===== src/rtl/wb_port_arbiter.sv =====
// Merges two retiring lanes onto one register-file write port in program order through a
// pending queue; outputs are one edge after acceptance; stall holds upstream when the queue nears full.
module wb_port_arbiter #(
  parameter int DEPTH = 4
) (
  input  logic                       clk,
  input  logic                       reset,
  input  logic                       regwrite_in1,
  input  logic                       memtoreg_in1,
  input  logic [7:0]                 readdata_in1,
  input  logic [7:0]                 resultalu_in1,
  input  logic [4:0]                 rd_in1,
  input  logic                       regwrite_in2,
  input  logic                       memtoreg_in2,
  input  logic [7:0]                 readdata_in2,
  input  logic [7:0]                 resultalu_in2,
  input  logic [4:0]                 rd_in2,
  output logic                       stall,
  output logic                       rf_we,
  output logic [4:0]                 rf_waddr,
  output logic [7:0]                 rf_wdata,
  input  logic [4:0]                 lk_addr,
  output logic                       lk_hit,
  output logic [7:0]                 lk_data,
  output logic [$clog2(DEPTH+1)-1:0] occupancy
);

  localparam int OW = $clog2(DEPTH+1);

  typedef struct packed {
    logic [4:0] addr;
    logic [7:0] data;
  } wb_entry_t;

  wb_entry_t       q_q [DEPTH];
  wb_entry_t       q_d [DEPTH];
  logic [OW-1:0]   occ_q, occ_d;
  logic            rf_we_q, rf_we_d;
  logic [4:0]      rf_waddr_q, rf_waddr_d;
  logic [7:0]      rf_wdata_q, rf_wdata_d;

  logic            v1, v2, take1, take2;
  wb_entry_t       c1, c2, cand_a;
  wb_entry_t       s [DEPTH+1];
  int              occ_int, ncand, total;

  assign stall     = (occ_q >= OW'(DEPTH-1));
  assign occupancy = occ_q;
  assign rf_we     = rf_we_q;
  assign rf_waddr  = rf_waddr_q;
  assign rf_wdata  = rf_wdata_q;

  always_comb begin
    v1      = regwrite_in1 && (rd_in1 != 5'd0);
    v2      = regwrite_in2 && (rd_in2 != 5'd0);
    // on a same-register collision only the younger lane survives
    take1   = !stall && v1 && !(v2 && (rd_in1 == rd_in2));
    take2   = !stall && v2;
    c1      = '{addr: rd_in1, data: memtoreg_in1 ? readdata_in1 : resultalu_in1};
    c2      = '{addr: rd_in2, data: memtoreg_in2 ? readdata_in2 : resultalu_in2};
    cand_a  = take1 ? c1 : c2;
    ncand   = int'(take1) + int'(take2);
    occ_int = int'(occ_q);
    total   = occ_int + ncand;

    // stream = queued entries oldest first, then accepted lanes
    for (int i = 0; i < DEPTH + 1; i++) begin
      s[i] = '0;
      if (i < DEPTH && i < occ_int) s[i] = q_q[i < DEPTH ? i : 0];
      if (i == occ_int && ncand >= 1) s[i] = cand_a;
      if (i == occ_int + 1 && ncand == 2) s[i] = c2;
    end

    rf_we_d    = (total > 0);
    rf_waddr_d = (total > 0) ? s[0].addr : 5'd0;
    rf_wdata_d = (total > 0) ? s[0].data : 8'd0;
    for (int i = 0; i < DEPTH; i++) q_d[i] = s[i+1];
    occ_d = (total > 0) ? OW'(total - 1) : '0;
  end

  // youngest match wins: later queue slots override the head and the output register
  always_comb begin
    lk_hit  = 1'b0;
    lk_data = 8'd0;
    if (lk_addr != 5'd0) begin
      if (rf_we_q && rf_waddr_q == lk_addr) begin
        lk_hit  = 1'b1;
        lk_data = rf_wdata_q;
      end
      for (int i = 0; i < DEPTH; i++) begin
        if (i < occ_int && q_q[i].addr == lk_addr) begin
          lk_hit  = 1'b1;
          lk_data = q_q[i].data;
        end
      end
    end
  end

  always_ff @(posedge clk or negedge reset) begin
    if (!reset) begin
      occ_q      <= '0;
      rf_we_q    <= 1'b0;
      rf_waddr_q <= 5'd0;
      rf_wdata_q <= 8'd0;
      for (int i = 0; i < DEPTH; i++) q_q[i] <= '0;
    end else begin
      occ_q      <= occ_d;
      rf_we_q    <= rf_we_d;
      rf_waddr_q <= rf_waddr_d;
      rf_wdata_q <= rf_wdata_d;
      for (int i = 0; i < DEPTH; i++) q_q[i] <= q_d[i];
    end
  end

endmodule


===== config.mk =====
export PLATFORM = sky130hd
export DESIGN_NAME = wb_port_arbiter
export DESIGN_NICKNAME = d
export VERILOG_FILES = /design/src/rtl/wb_port_arbiter.sv
export SDC_FILE = /design/constraint.sdc
export NUM_CORES = 1
export LEC_CHECK = 0
export ABC_AREA = 1
export CORE_MARGIN = 5
export CORE_UTILIZATION = 59
export CTS_CLUSTER_DIAMETER = 60
export DETAILED_ROUTE_END_ITERATION = 10
export GPL_TIMING_DRIVEN = 0
export PLACE_DENSITY = 0.95
export SYNTH_ARGS = -nofsm -noshare
export SYNTH_HDL_FRONTEND = slang
export SYNTH_SLANG_ARGS = --single-unit

===== constraint.sdc =====
create_clock -name clk -period 7.15 [get_ports clk]
set_input_delay 1.43 -clock clk [delete_from_list [all_inputs] [get_ports clk]]
set_output_delay 1.43 -clock clk [all_outputs]
set_load 0.02 [all_outputs]

# Yosys cells after proc, flatten, opt, wreduce, memory -nomap -nowiden
# Cells that the tools add are included.
[word_totals] register_bits=69 output_inout_bits=27 word_cells=98
[op_classes] addsub=4 n_lt_le_gt_ge=7 eq_ne=15 muxes=32 n_reduce_logical=28
[op_table] op="13-bit two-way mux" count=15
[op_table] op="8-bit two-way mux" count=9
[op_table] op="3-bit by 32-bit == test with 1-bit output, first input constant" count=2
[op_table] op="2-bit by 32-bit == test with 1-bit output, first input constant" count=1
[op_table] op="32-bit logical NOT" count=1
[op_table] op="5-bit == test" count=6
[op_table] op="1-bit logical AND" count=21
[op_table] op="5-bit nonzero test" count=3
[op_table] op="3-bit == test, first input constant" count=3
[op_table] op="1-bit by 3-bit < comparator with 1-bit output, first input constant" count=2
[op_table] op="2-bit by 3-bit < comparator with 1-bit output, first input constant" count=2
[op_table] op="1-bit two-way mux" count=6
[op_table] op="5-bit two-way mux" count=1
[op_table] op="3-bit by 1-bit adder with 4-bit output, second input constant" count=1
[op_table] op="3-bit by 2-bit adder with 4-bit output" count=1
[op_table] op="3-bit by 4-bit == test with 1-bit output, first input constant" count=1
[op_table] op="4-bit by 1-bit greater-than comparator with 1-bit output, second input constant" count=1
[op_table] op="2-bit by 3-bit == test with 1-bit output, first input constant" count=1
[op_table] op="3-bit by 2-bit greater-or-equal comparator with 1-bit output, second input constant" count=1
[op_table] op="3-bit logical NOT" count=1
[op_table] op="3-bit two-way mux" count=1
[op_table] op="3-bit by 1-bit subtractor with 3-bit output, second input constant" count=1
[op_table] op="1-bit by 1-bit adder with 2-bit output" count=1
[op_table] op="2-bit == test, second input constant" count=1
[op_table] op="2 further kinds" count=3

# Longest topological paths before layout
[depth] depth_word=11 ltp_mapped=19 ltp_nobuf=17

# Worst setup path after synthesis
# No wires, ideal clock.
[synth_timing] path_kind="input to output" startpoint="in lk_addr[0]" endpoint="out lk_data[3]" arrival_ns=2.685 slack_ns=3.035 path_stages=10 path_buffers=1 cell_sequence="clkbuf_2 -> nand2_1 -> o21ai_0 -> nor2_1 -> nand2_1 -> nor2_1 -> nand3_1 -> nand2_1 -> nand2_1 -> a21oi_1"
[synth_via] elab_chain_len=8
[synth_rtl] item="from (decl)" line="22" text="input logic [4:0] lk_addr,"
[synth_rtl] item="5-bit == test" line="86" text="if (rf_we_q && rf_waddr_q == lk_addr) begin"
[synth_rtl] item="1-bit logical AND" line="86"
[synth_rtl] item="8-bit two-way mux" line="86"
[synth_rtl] item="8-bit two-way mux (4 in a row)" line="91" text="if (i < occ_int && q_q[i].addr == lk_addr) begin"
[synth_rtl] item="8-bit two-way mux (*)" line="85" text="if (lk_addr != 5'd0) begin"
[synth_rtl] item="to (decl)" line="24" text="output logic [7:0] lk_data,"
# Mark *: on every way between the ends. The rest lies on a longest branch, timed or not.

# Final worst setup path
[layout_timing] startpoint="in lk_addr[4]" endpoint="out lk_data[7]"
# Same word-level chain as after synthesis.

==> flow_summary.ini <==
[worst_hold_path]
min_from = q_q[38]
hp-class = flop to flop
whs_path_depth = 2
holdPathEnd = q_q[51]

[worst_setup_path]
regToRegSetupSlack_ns = 3.66
path_class = primary input to output pin
rr_endpoint = rf_wdata[4]
reg2reg_depth = 17
cp.arrival_ns = 4.14
start_kind = primary input
r2r-start = occupancy[0]
critical_path_peak_fanout = 7
crit_path_end_kind = output pin
worstPathRequired_ns = 5.72

[global_route]
gr-usage-all-layers_pct = 28.7
antenna_found_initial = 0
gr-total-overflow = 0
grt_pass1_wl_microns = 23100
grt_pass1_vias = 4961
grt_max_degree = 70

[cts]
clock_sinks = 69
post_cts_buffers = 0
cts_tree = done
cts_buffers = 9
clk_latency_ns = 0.36
cts_max_level = 3
cts.reportedPaths.clkPinSlew_ns = 0.07
clock_tree.root_cell = clkbuf_8
ctsResizeCount = 0
cts_hold_buf = 0
clockBufferDepth = 2

[synthesis]
yosys-top-cells-area = dfrtp_1 (35%), nand2_1 (22%), inv_1 (7.1%), a21oi_1 (6.9%), nor2_1 (5.4%)
netlist_top_cells_count = nand2_1 (290), inv_1 (94), nor2_1 (71), a21oi_1 (69), dfrtp_1 (69)
yosysMostFrequentCell = nand2_1
yosysWarnings = 0
syn_area_per_cell_sq_um = 6.26
synth_top_area_share_pct = 34.7
synthCells = 795
ys_seq_area_share_pct = 34.7
syn_nets = 854
synth-seq-cells = 69
synth_ff_type = dfrtp_1
synthesis.area_sq_um = 4980
synth_edf_count = 0
synth_top_cell_by_area = dfrtp_1
synth_async_sr_flop_share_pct = 100
synthDistinctLibCells = 35

[die]
fp.dieW_microns = 102
start_util_pct = 60.6
die_y_microns = 102
core_sq_um = 8220
io_pins = 80
dieArea_sq_um = 10400
num_rows = 33

[timing]
max_freq_mhz = 179
setup_viol = 0
fin_setup_tns_ns = 0
slew-limit-headroom_pct = 40.9
drv_slew = 0
period_share_pct = 78.0
period_needed_ns = 5.57
worst_pin_slew_ns = 0.887
clock_skew_ns = 0.0106
rsz0062_at_grt = no
hold_violations = 0

[placement]
place_congestion = 0.938
place_hpwl_microns = 11100
port_buffers = 74
placed_area_sq_um = 5850

[detailed_routing]
vias = 5320
wl_per_cell_microns = 14.2
ant_nets = 0
wl_microns = 14100
drt_iter0_drc = 589
drc = 0
first_pass_iters = 6
viasPerCell = 5.38

[final_layout]
syn2layout_area_growth_pct = 21.1
antennaDiodeCount = 0
fin_area_sq_um = 6030
drive_gt1_share_pct = 7.69
nets = 939

[power_and_ir_drop]
p_leak_nw = 3.05
cellPowerDensity_nw_per_um2 = 304
ir_drop_mv = 0.198

[job]
drv_cap = 0

[run_status]
outcome = complete, no violations
==> registers in the layout, summed over array words and instances (netlist names) <==
| name | cells |
|---|---|
| rf_waddr | 5 |
| rf_we | 1 |
| occupancy | 3 |
| rf_wdata | 8 |
| q_q | 52 |
==> report_power, final <==
group          total [W]  internal [W]  switching, W
combinational   0.000960      0.000341      0.000619
clock           0.000309      0.000157      0.000151
sequential      0.000563      0.000502     0.0000610
total            0.00183       0.00100      0.000831
==> cell type report <==
cell class                 instances  area [sq um]
clock buffer                      10           128
fill                             671          2190
inverter                         100           378
multi-input combinational        592          2700
tap                              105           131
buffer                            34           171
sequential                        69          1730
clock inverter                     5          52.6
timing repair buffer              74           738
==> cell families after synthesis <==
| kind of cell | Yosys count | share of synthesized area, % |
|---|---|---|
| XOR/XNOR | 8 | 1.41 |
| AO/OA/AOI/OAI | 143 | 15.2 |
| buffers and inverters | 134 | 11.0 |
| flip-flops | 69 | 34.7 |
| adder cells (fa/ha/maj) | 6 | 1.66 |
| AND/OR/NAND/NOR | 435 | 36.0 |
==> worst max-delay path by stage <==
stage | to | start | depth (start not counted)
floorplan | lk_data[3] | lk_addr[0] | 10
global placement | lk_data[4] | lk_addr[4] | 10
detailed placement | lk_data[4] | lk_addr[4] | 10
CTS | lk_data[4] | lk_addr[4] | 12
global route | lk_data[7] | lk_addr[1] | 12
finish | lk_data[7] | lk_addr[4] | 12
==> per-stage QoR <==
step / hold slack, ns / total power, W / setup slack (ns) / util (%) / cells
after global placement: 0.587 / 0.00148 / 1.70 / 71.2 / 974
after floorplan: 0.555 / 0.00120 / 3.04 / - / 795
after CTS: 0.612 / 0.00181 / 1.67 / 73.4 / 989
after global routing: 0.647 / 0.00198 / 1.44 / 73.4 / 989
final: 0.618 / 0.00183 / 1.58 / 73.4 / 989
after detailed placement: 0.602 / 0.00150 / 1.68 / 71.2 / 974
==> cells in the final DEF (no fill, tap or decap), types with 5 or more instances in the layout <==
master and instances:
xor2_1 7, nor2_1 71, nand3_1 39, ha_1 5
inv_2 5, clkbuf_1 17, clkdlybuf4s50_1 73, o21ai_0 53
nand2_1 290, o22ai_1 14, nand2_2 17, inv_1 94
dfrtp_1 69, buf_2 10, a21oi_1 69, clkbuf_8 9
==> routing by layer <==
metal	track usage, %	routed length, microns
met1	36.4	5580
met2	46.3	6200
met3	6.55	1630
met4	14.5	673
met5	0	0
==> critical path, cell delays in order <==
cell,delay (ns)
clkdlybuf4s50_1,0.64
inv_1,0.15
nand2_1,0.08
o21ai_0,0.07
nor2_1,0.21
nand2_1,0.12
nor2_2,0.30
nor2_1,0.08
nand2_1,0.09
nand2_1,0.08
a21oi_1,0.23
clkdlybuf4s50_1,0.67
(Power assumes the default switching activity.)
